<file path="config.mk">
export PLATFORM = sky130hd
export DESIGN_NAME = br_cond_unit
export DESIGN_NICKNAME = d
export VERILOG_FILES = /design/src/rtl/br_cond_unit.sv
export SDC_FILE = /design/constraint.sdc
export NUM_CORES = 1
export LEC_CHECK = 0
export CAP_MARGIN = 20
export CORE_UTILIZATION = 54
export CTS_BUF_LIST = sky130_fd_sc_hd__clkbuf_2
export DETAILED_ROUTE_END_ITERATION = 8
export PLACE_DENSITY = 0.87
export SLEW_MARGIN = 20
export SYNTH_ARGS = -nofsm -noshare
export SYNTH_HDL_FRONTEND = slang
export SYNTH_SLANG_ARGS = --single-unit
</file>
<file path="constraint.sdc">
create_clock -name Clk -period 6.5 [get_ports Clk]
set_clock_uncertainty 0.15 [all_clocks]
set_input_delay 0.975 -clock Clk [delete_from_list [all_inputs] [get_ports Clk]]
set_output_delay 0.975 -clock Clk [all_outputs]
set_load 0.02 [all_outputs]
</file>
<file path="src/rtl/br_cond_unit.sv">
// LC-3 branch resolution: holds the NZP condition register and resolves a BR
// instruction into taken/target through a four-state sequencer with a done pulse.
module br_cond_unit (
   input  logic        Clk,
   input  logic        Reset,
   input  logic        LD_CC,
   input  logic [15:0] Bus,
   input  logic        start,
   input  logic [15:0] IR,
   input  logic [15:0] PC,
   output logic        n,
   output logic        z,
   output logic        p,
   output logic        BEN,
   output logic        busy,
   output logic        done,
   output logic        taken,
   output logic [15:0] target
);

   localparam logic [1:0] IDLE = 2'd0;
   localparam logic [1:0] EVAL = 2'd1;
   localparam logic [1:0] ADDR = 2'd2;
   localparam logic [1:0] DONE = 2'd3;

   logic [1:0]  state;
   logic [11:0] irQ;
   logic [15:0] pcQ;
   logic [15:0] offsetExt;
   logic [15:0] branchTarget;
   logic        benNext;
   logic        unusedOpcode;

   // The opcode field is never inspected; the sequencer only starts us on BR.
   assign unusedOpcode = &{1'b0, IR[15:12]};

   assign offsetExt    = {{7{irQ[8]}}, irQ[8:0]};
   assign branchTarget = pcQ + offsetExt;
   assign benNext      = |(irQ[11:9] & {n, z, p});

   // Condition register loads in any state; exactly one of n/z/p is ever set.
   always_ff @(posedge Clk or posedge Reset) begin
      if (Reset) begin
         {n, z, p} <= 3'b010;
      end else if (LD_CC) begin
         if (Bus == 16'h0000)
            {n, z, p} <= 3'b010;
         else if (Bus[15])
            {n, z, p} <= 3'b100;
         else
            {n, z, p} <= 3'b001;
      end
   end

   // Sequencer: EVAL samples the pre-edge NZP value, so a same-edge LD_CC is
   // only seen by the next evaluation. Results persist until overwritten.
   always_ff @(posedge Clk or posedge Reset) begin
      if (Reset) begin
         state  <= IDLE;
         irQ    <= 12'h000;
         pcQ    <= 16'h0000;
         BEN    <= 1'b0;
         taken  <= 1'b0;
         target <= 16'h0000;
      end else begin
         case (state)
            IDLE: begin
               if (start) begin
                  irQ   <= IR[11:0];
                  pcQ   <= PC;
                  state <= EVAL;
               end
            end
            EVAL: begin
               BEN   <= benNext;
               state <= ADDR;
            end
            ADDR: begin
               taken  <= BEN;
               target <= BEN ? branchTarget : pcQ;
               state  <= DONE;
            end
            DONE: begin
               state <= IDLE;
            end
            default: begin
               state <= IDLE;
            end
         endcase
      end
   end

   assign busy = (state != IDLE);
   assign done = (state == DONE);

endmodule

</file>
==> flow_summary.json, run 1 <==
{
  "die-area_sq_um": 5610,
  "synth_seq_cells": 51,
  "fin_hold_ws_ns": 0.394,
  "layout_common_cells": "clkdlybuf4s50_1 (70), dfrtp_1 (50), mux2_2 (33)",
  "wl_per_cell_um": 14.7,
  "clkSinkCount": 51,
  "worstMarginPinSlew_ns": 0.854,
  "cts_tree": "yes",
  "drt-initial-drc-count": 69,
  "fillCellCount": 428,
  "drcViolationCount": 0,
  "gr-usage-all-layers": 0.233,
  "num_io_pins": 75,
  "dr_wl_met2_mm": 2.95,
  "initial_utilization": 0.562,
  "instances_no_fill": 408,
  "cts_buffer_depth": 2,
  "gr-total-overflow": 0,
  "path_cells": "clkdlybuf4s50_1",
  "syn_to_final_growth_pct": 28.6,
  "finalSetupViolCount": 0,
  "multi_input_area_sq_um": 1520,
  "viasPerCell": 5.56,
  "leakagePower_nw": 1.58,
  "hp-class": "reg2reg",
  "diodes": 0,
  "cp.buffers_inverters": 1,
  "grt_pass1_vias": 2221,
  "syn_area_per_cell_sq_um": 10.8,
  "place_hpwl_mm": 4.55,
  "final_common_cell": "clkdlybuf4s50_1",
  "path_delay_family": "flip-flops",
  "critical_path_class": "reg2out",
  "cp-start-kind": "register",
  "grt_pass1_wl_mm": 9.88,
  "synth_warnings": 0,
  "dieHeight_um": 74.9,
  "end_kind": "output pin",
  "peakVddDrop_v": 0.000263,
  "core-area_sq_um": 5110,
  "synth_cells": 267,
  "synth-async-reset-ratio": 1.00,
  "wl_met1_mm": 2.64,
  "synthTopCellsByArea": "dfrtp_1 (44%), mux2_2 (13%), ha_1 (8.7%), a21oi_1 (4.9%), mux2i_1 (3.1%)",
  "wl_met3_um": 336,
  "crit_arrival_ns": 2.08,
  "synthDistinctLibCells": 40,
  "place_ws_ns": 3.79,
  "drtAntennaViolNets": 0,
  "postCtsSetupBuffers": 0,
  "timing.final.crit_share": 0.494,
  "synthFlopType": "dfrtp_1",
  "drv_slew": 0,
  "cts-buffers-inserted": 5,
  "synth_edf_count": 0,
  "clock.fmax_ghz": 0.312,
  "crit_required_ns": 5.37,
  "cts-htree-levels": 2,
  "place.gp.congestion": 0.979,
  "fin_crit_ns": 3.21,
  "antenna_found_initial": 0,
  "postRouteWirelength_mm": 5.99,
  "layout_setup_ws_ns": 3.29,
  "drive_gt1_frac": 0.148,
  "portBuffers": 70,
  "clock_latency_ns": 0.43,
  "routed.top_layer": "met4",
  "area.sequential_sq_um": 1280,
  "dp.cells": 400,
  "status": "complete, no violations",
  "syn_nets": 340,
  "finalNetCount": 410,
  "drv_cap": 0,
  "clk_pin_slew_worst_paths_ns": 0.24,
  "cts-resized-gates": 0,
  "die_width_um": 74.9,
  "cts_hold_buf": 0,
  "grt_max_degree": 52,
  "vias": 2267,
  "critPathSlowestCell": "dfrtp_1",
  "critPathMaxFanout": 17,
  "yosysTopAreaCell": "dfrtp_1",
  "rows": 26,
  "max_slew_margin": 0.430,
  "syn_area_sq_um": 2870,
  "dr.pass1.iters": 5,
  "hold_violations": 0,
  "synth_top_area_frac": 0.436,
  "ys_seq_area_frac": 0.445,
  "finalSetupTns_ns": 0,
  "power.density_nw_per_um2": 558,
  "rsz0062_at_grt": "false",
  "cpPeakStageDelay_ns": 0.91,
  "root_buffer": "clkbuf_2"
}
==> final timing paths <==
path / start / cells past startpoint / end / slack, ns
worst min register to register: taken / 2 / taken / 0.39
worst min-delay path: taken / 2 / taken / 0.39
worst max register to register: pcQ[0] / 8 / target[12] / 3.94
min in group asynchronous: Reset / 2 / target[3] / 0.81
max in group asynchronous: Reset / 2 / pcQ[8] / 4.88
worst max-delay path: BEN / 1 / BEN / 3.29
==> through the flow <==
stage	utilization	power [mW]	area, sq um
finish	0.723	2.06	3690
global route	0.723	2.25	3690
CTS	0.723	2.06	3690
detailed placement	0.714	1.93	3650
global placement	0.711	1.88	3630
floorplan	-	1.57	2870
==> sequential cells by signal (all words and copies together) (netlist names) <==
| name | count |
|---|---|
| pcQ | 16 |
| target | 16 |
| irQ | 12 |
| state | 2 |
| BEN | 1 |
| n | 1 |
| p | 1 |
| taken | 1 |
| z | 1 |
==> synthesized netlist by cell type (2+ instances only) <==
cell type	number
dfrtp_1	50
mux2_2	33
a21oi_1	28
ha_1	20
nor2_1	19
o21ai_0	11
nand2_1	10
inv_1	9
mux2i_1	9
nor2b_1	7
xnor2_1	7
a31oi_1	6
clkbuf_1	6
o21bai_1	5
nand3_1	4
nor4_1	4
a21o_1	3
buf_1	3
o21ai_1	3
xor2_1	3
a211oi_1	2
a311o_1	2
and3_1	2
nand3b_1	2
nand4_1	2
nor3_1	2
o211ai_1	2
==> cell type report <==
cell class / instances / share of cell area
clock inverters: 2 / 0.00339
inverters: 10 / 0.0105
flip-flops and latches: 51 / 0.346
well taps: 70 / 0.0237
multi-input cells: 197 / 0.412
repair buffers: 72 / 0.196
clock buffers: 6 / 0.00813
==> kinds of logic after synthesis <==
family                     Yosys count  synth area share
xor gates and xnor gates            10            0.0305
AOI/OAI and AO/OA                   69             0.151
buffers and inverters               19            0.0248
DFF                                 51             0.445
adders and majority gates           21            0.0941
muxes                               42             0.161
and+or+nand+nor                     55            0.0941
==> routing by layer <==
metal	track usage	up-vias
li1	-	1108
met1	0.294	1085
met2	0.408	67
met3	0.0442	7
met4	0.0650	0
met5	0	-
==> where the power goes <==
part | internal [mW] | switching (mW) | leakage [nW]
clock | 0.0274 | 0.0984 | 0.0290
sequential | 0.472 | 0.135 | 0.600
combinational | 0.638 | 0.689 | 0.951
total | 1.14 | 0.922 | 1.58
==> worst min-delay path: cells and delay by family (launching register included) <==
| kind | cells | cell delay, ns |
|---|---|---|
| flops | 1 | 0.43 |
| buf+inv | 1 | 0.05 |
| compound gates | 1 | 0.06 |
Note: power is estimated with default switching activity, not from simulation.
==> run 2, diff against run 1 <==
- CORE_UTILIZATION: 54 -> 51
- PLACE_DENSITY: 0.87 -> 0.83
- clock period: 6.5 -> 3.2 ns (I/O delays scaled with it)
==> run 2 against run 1 <==
Net effect:
- critical path depth up 7
- via count grew 0.66%
- non-clock buffer count rose by 2
- highest routed layer unchanged
==> flow_summary.json, run 2 (synthesized netlist as in run 1, its figures left out) <==
{
  "area.sequential_sq_um": 1280,
  "drv_slew": 0,
  "die-area_sq_um": 5930,
  "place_hpwl_mm": 4.53,
  "worstMarginPinSlew_ns": 0.558,
  "multi_input_area_sq_um": 1520,
  "syn_to_final_growth_pct": 31.0,
  "crit_cells": 8,
  "fin_crit_ns": 2.52,
  "path_cells": "ha_1 > fa_1 > a21oi_2 > o211ai_2 > a211oi_2 > o31ai_2 > mux2i_1 > a311o_1",
  "hp-class": "in2async",
  "leakagePower_nw": 1.61,
  "r2r_cells": 8,
  "end_kind": "register",
  "wl_per_cell_um": 14.8,
  "place.gp.congestion": 0.866,
  "viasPerCell": 5.57,
  "postCtsSetupBuffers": 0,
  "initial_utilization": 0.545,
  "cts-buffers-inserted": 5,
  "clk_pin_slew_worst_paths_ns": 0.26,
  "drtAntennaViolNets": 0,
  "final_common_cell": "clkdlybuf4s50_1",
  "finalSetupViolCount": 0,
  "cp.buffers_inverters": 0,
  "peakVddDrop_v": 0.000556,
  "dr.pass1.iters": 4,
  "instances_no_fill": 410,
  "antenna_found_initial": 0,
  "layout_common_cells": "clkdlybuf4s50_1 (70), dfrtp_1 (50), mux2_2 (33)",
  "drv_cap": 0,
  "portBuffers": 70,
  "max_slew_margin": 0.628,
  "root_buffer": "clkbuf_2",
  "finalNetCount": 412,
  "gr-usage-all-layers": 0.220,
  "clock_latency_ns": 0.45,
  "cpPeakStageDelay_ns": 0.44,
  "status": "complete, no violations",
  "cts_hold_buf": 0,
  "drt-initial-drc-count": 103,
  "timing.final.crit_share": 0.788,
  "drive_gt1_frac": 0.153,
  "critPathMaxFanout": 3,
  "finalSetupTns_ns": 0,
  "critPathSlowestCell": "dfrtp_1",
  "cp-start-kind": "register",
  "gr-total-overflow": 0,
  "cts_tree": "yes",
  "critical_path_class": "reg2reg",
  "crit_required_ns": 3.43,
  "grt_pass1_wl_mm": 10.3,
  "num_io_pins": 75,
  "core-area_sq_um": 5270,
  "diodes": 0,
  "rsz0062_at_grt": "false",
  "clkSinkCount": 51,
  "postRouteWirelength_mm": 6.05,
  "vias": 2282,
  "reg.largest.list": "pcQ: 16 flops, target: 16 flops, irQ: 12 flops",
  "dp.cells": 402,
  "cts_buffer_depth": 2,
  "path_delay_family": "compound AO/OA/AOI/OAI gates",
  "grt_max_degree": 52,
  "crit_arrival_ns": 2.75,
  "cts-resized-gates": 0,
  "drcViolationCount": 0,
  "clock.fmax_ghz": 0.396,
  "rows": 26,
  "die_width_um": 77.0,
  "power.density_nw_per_um2": 1160,
  "fillCellCount": 428,
  "cts-htree-levels": 2,
  "grt_pass1_vias": 2156,
  "hold_violations": 0,
  "dieHeight_um": 77.0
}
run 2: changes by cell type in the layout (fill, tap and decap cells not counted):
cell,delta
inv_2,+1
bufinv_16,+2
clkbuf_2,-1
buf_4,+2
buf_12,+1
buf_8,-1
clkinv_2,-2
run 2: cell type report:
type                    count  share of cell area
flip-flops and latches     51               0.340
well taps                  70              0.0233
clock buffers               5             0.00665
inverters                  10             0.00998
repair buffers             74               0.198
clock inverters             3              0.0180
multi-input cells         197               0.405
run 2: worst paths after layout:
check                             endpoint    from  slack, ns
worst max-delay path            target[12]  irQ[0]       0.68
worst min-delay path                pcQ[2]   Reset       0.21
worst max register to register  target[12]  irQ[0]       0.68
worst min register to register       taken   taken       0.39
max in group asynchronous                z   Reset       2.42
min in group Clk                     taken   taken       0.39
run 2: layer usage:
layer	up-vias	global-route usage	routed length, um
met5	-	0	0
met1	1088	0.306	2870
met3	7	0.0452	320
met2	75	0.349	2790
li1	1112	-	-
met4	0	0.0623	73
run 2: power breakdown:
group	internal (mW)	leakage [nW]	switching, mW
combinational	1.30	0.962	1.44
clock	0.209	0.0492	0.211
sequential	0.960	0.600	0.251
run 2: tightest hold or removal path: cells and delay by family:
family,cells,cell delay (ns)
buffers and inverters,3,0.75
run 2: through the flow:
stage                util  power [mW]  worst slack, ns  instance area (sq um)  hold slack [ns]
CTS                 0.714        4.37            0.689                   3760            0.209
detailed placement  0.696        3.94            0.728                   3670            0.342
global placement    0.696        3.87            0.752                   3670            0.341
floorplan               -        3.18            0.875                   2870            0.329
global route        0.714        4.73            0.562                   3760            0.180
finish              0.714        4.37            0.678                   3760            0.207
==> run 3, diff against run 2 <==
- CORE_UTILIZATION: 51 -> 46
- PLACE_DENSITY: 0.83 -> 0.79
- clock period: 3.2 -> 2.29 ns (I/O delays scaled with it)
==> run 3 against run 2 <==
Net effect:
- power increased by 45%
- non-clock buffer count increased by 12
- sequential share of layout area decreased by 1.0 points
- routed wire length increased by 1.8%
- sequential cell count unchanged
- utilization decreased by 6.2 points
==> flow_summary.json, run 3 (synthesized netlist as in run 1, its figures left out) <==
{
  "viasPerCell": 5.36,
  "die-area_sq_um": 6560,
  "drtAntennaViolNets": 0,
  "timing.final.crit_share": 0.998,
  "end_kind": "register",
  "dieHeight_um": 81.0,
  "rows": 28,
  "final_common_cell": "clkdlybuf4s50_1",
  "crit_required_ns": 2.46,
  "startpoint": "irQ[0]",
  "drv_cap": 0,
  "crit_arrival_ns": 2.45,
  "status": "complete, no violations",
  "num_io_pins": 75,
  "antenna_found_initial": 0,
  "rsz0062_at_grt": "true",
  "initial_utilization": 0.482,
  "cp-start-kind": "register",
  "grt_pass1_wl_mm": 10.0,
  "regToRegSetupSlack_ns": 0.004,
  "drv_slew": 0,
  "worstMarginPinSlew_ns": 0.341,
  "grtUsageMet3": 0.0438,
  "layout_common_cells": "clkdlybuf4s50_1 (69), dfrtp_1 (49), mux2_2 (33)",
  "diodes": 0,
  "drcViolationCount": 0,
  "cts_buffer_depth": 2,
  "vias": 2288,
  "postRouteWirelength_mm": 6.16,
  "cts-htree-levels": 2,
  "hold_violations": 0,
  "fin_crit_ns": 2.29,
  "critical_path_class": "reg2reg",
  "cts_hold_buf": 0,
  "r2r_start": "irQ[0]",
  "drt-initial-drc-count": 104,
  "reg2reg_to": "target[12]",
  "layout_setup_ws_ns": 0.00390,
  "finalNetCount": 424,
  "met1_usage": 0.246,
  "peakVddDrop_v": 0.000845,
  "max_slew_margin": 0.773,
  "clkSinkCount": 51,
  "power.density_nw_per_um2": 1630,
  "cts_tree": "yes",
  "root_buffer": "clkbuf_2",
  "place_ws_ns": -0.115,
  "use_met2": 0.346,
  "critPathMaxFanout": 3,
  "cts-buffers-inserted": 5,
  "finalSetupViolCount": 0,
  "hp-class": "in2async",
  "grt_pass1_vias": 2239,
  "top_usage_layer": "met2",
  "finish.utilization": 0.651,
  "dr.pass1.iters": 4,
  "portBuffers": 70,
  "gr-total-overflow": 0,
  "syn_to_final_growth_pct": 35.1,
  "clock.fmax_ghz": 0.437,
  "r2r_cells": 8,
  "place.gp.congestion": 0.830,
  "drive_gt1_frac": 0.210,
  "clock_latency_ns": 0.40,
  "reg.largest.list": "pcQ: 16 flops, target: 16 flops, irQ: 12 flops",
  "grt_max_degree": 52,
  "endpoint": "target[12]",
  "place_hpwl_mm": 4.63,
  "wl_per_cell_um": 14.4,
  "core-area_sq_um": 5960,
  "die_width_um": 81.0,
  "gr-usage-all-layers": 0.199,
  "leakagePower_nw": 1.66,
  "clk_pin_slew_worst_paths_ns": 0.24
}
-- run 3: changes by cell type in the layout (fill, tap and decap cells not counted), sizes merged --
cell	delta
bufinv	-2
dlygate4sd2	+1
clkdlybuf4s50	-1
clkbuf	+2
clkinv	+1
buf	+12
clkinvlp	-1
-- run 3: repair_timing --
| item | 4_1_cts | 5_1_grt |
|---|---|---|
| hold endpoints to repair | 0 | 0 |
| resized for setup | 5 | 11 |
| setup endpoints to repair | 6 | 10 |
| pin swaps | 5 | 7 |
| setup buffers | 2 | 2 |
-- run 3: report_power, final --
group / internal (mW) / leakage, nW / total (mW) / switching (mW)
combinational: 2.13 / 1.03 / 4.31 / 2.18
clock: 0.0835 / 0.0330 / 0.346 / 0.262
sequential: 1.34 / 0.599 / 1.67 / 0.328
total: 3.56 / 1.66 / 6.33 / 2.77
-- run 3: stage by stage --
stage,power [mW],instance area [sq um],hold WS [ns],setup TNS [ns],std cells
after global placement,5.53,3750,0.344,-0.0737,415
after CTS,6.08,3810,0.0878,-0.0957,425
after floorplan,4.45,2870,0.329,0,267
final,6.33,3880,0.110,0,427
after global routing,6.90,3880,0.0648,-0.266,427
after detailed placement,5.65,3750,0.349,-0.176,415
-- run 3: layer usage --
metal / vias up / wire, um
li1: 1139 / -
met1: 1106 / 2680
met4: 0 / 66
met3: 7 / 196
met5: - / 0
met2: 36 / 3220
-- run 3: worst max-delay path, stage by stage (launching register included) --
cell	delay, ns
dfrtp_1	0.44
ha_2	0.20
fa_2	0.37
a21oi_4	0.20
o211ai_4	0.11
a211oi_2	0.25
o31ai_2	0.09
mux2i_1	0.12
a311o_1	0.27
-- run 3: worst min-delay path by stage --
| stage | start | endpoint | slack, ns |
|---|---|---|---|
| after floorplan | irQ[9] | irQ[9] | 0.33 |
| after global placement | irQ[10] | irQ[10] | 0.34 |
| after detailed placement | irQ[10] | irQ[10] | 0.35 |
| after CTS | Reset | pcQ[6] | 0.09 |
| after global routing | Reset | pcQ[5] | 0.06 |
| final | Reset | pcQ[4] | 0.11 |
-- run 3: area by class of cell --
| type | count | area, sq um |
|---|---|---|
| tap | 75 | 93.8 |
| clock inverter | 1 | 5.00 |
| clock buffer | 7 | 35.0 |
| inverter | 10 | 37.5 |
| fill | 475 | 2080 |
| sequential | 51 | 1280 |
| multi-input combinational | 197 | 1580 |
| timing repair buffer | 86 | 845 |
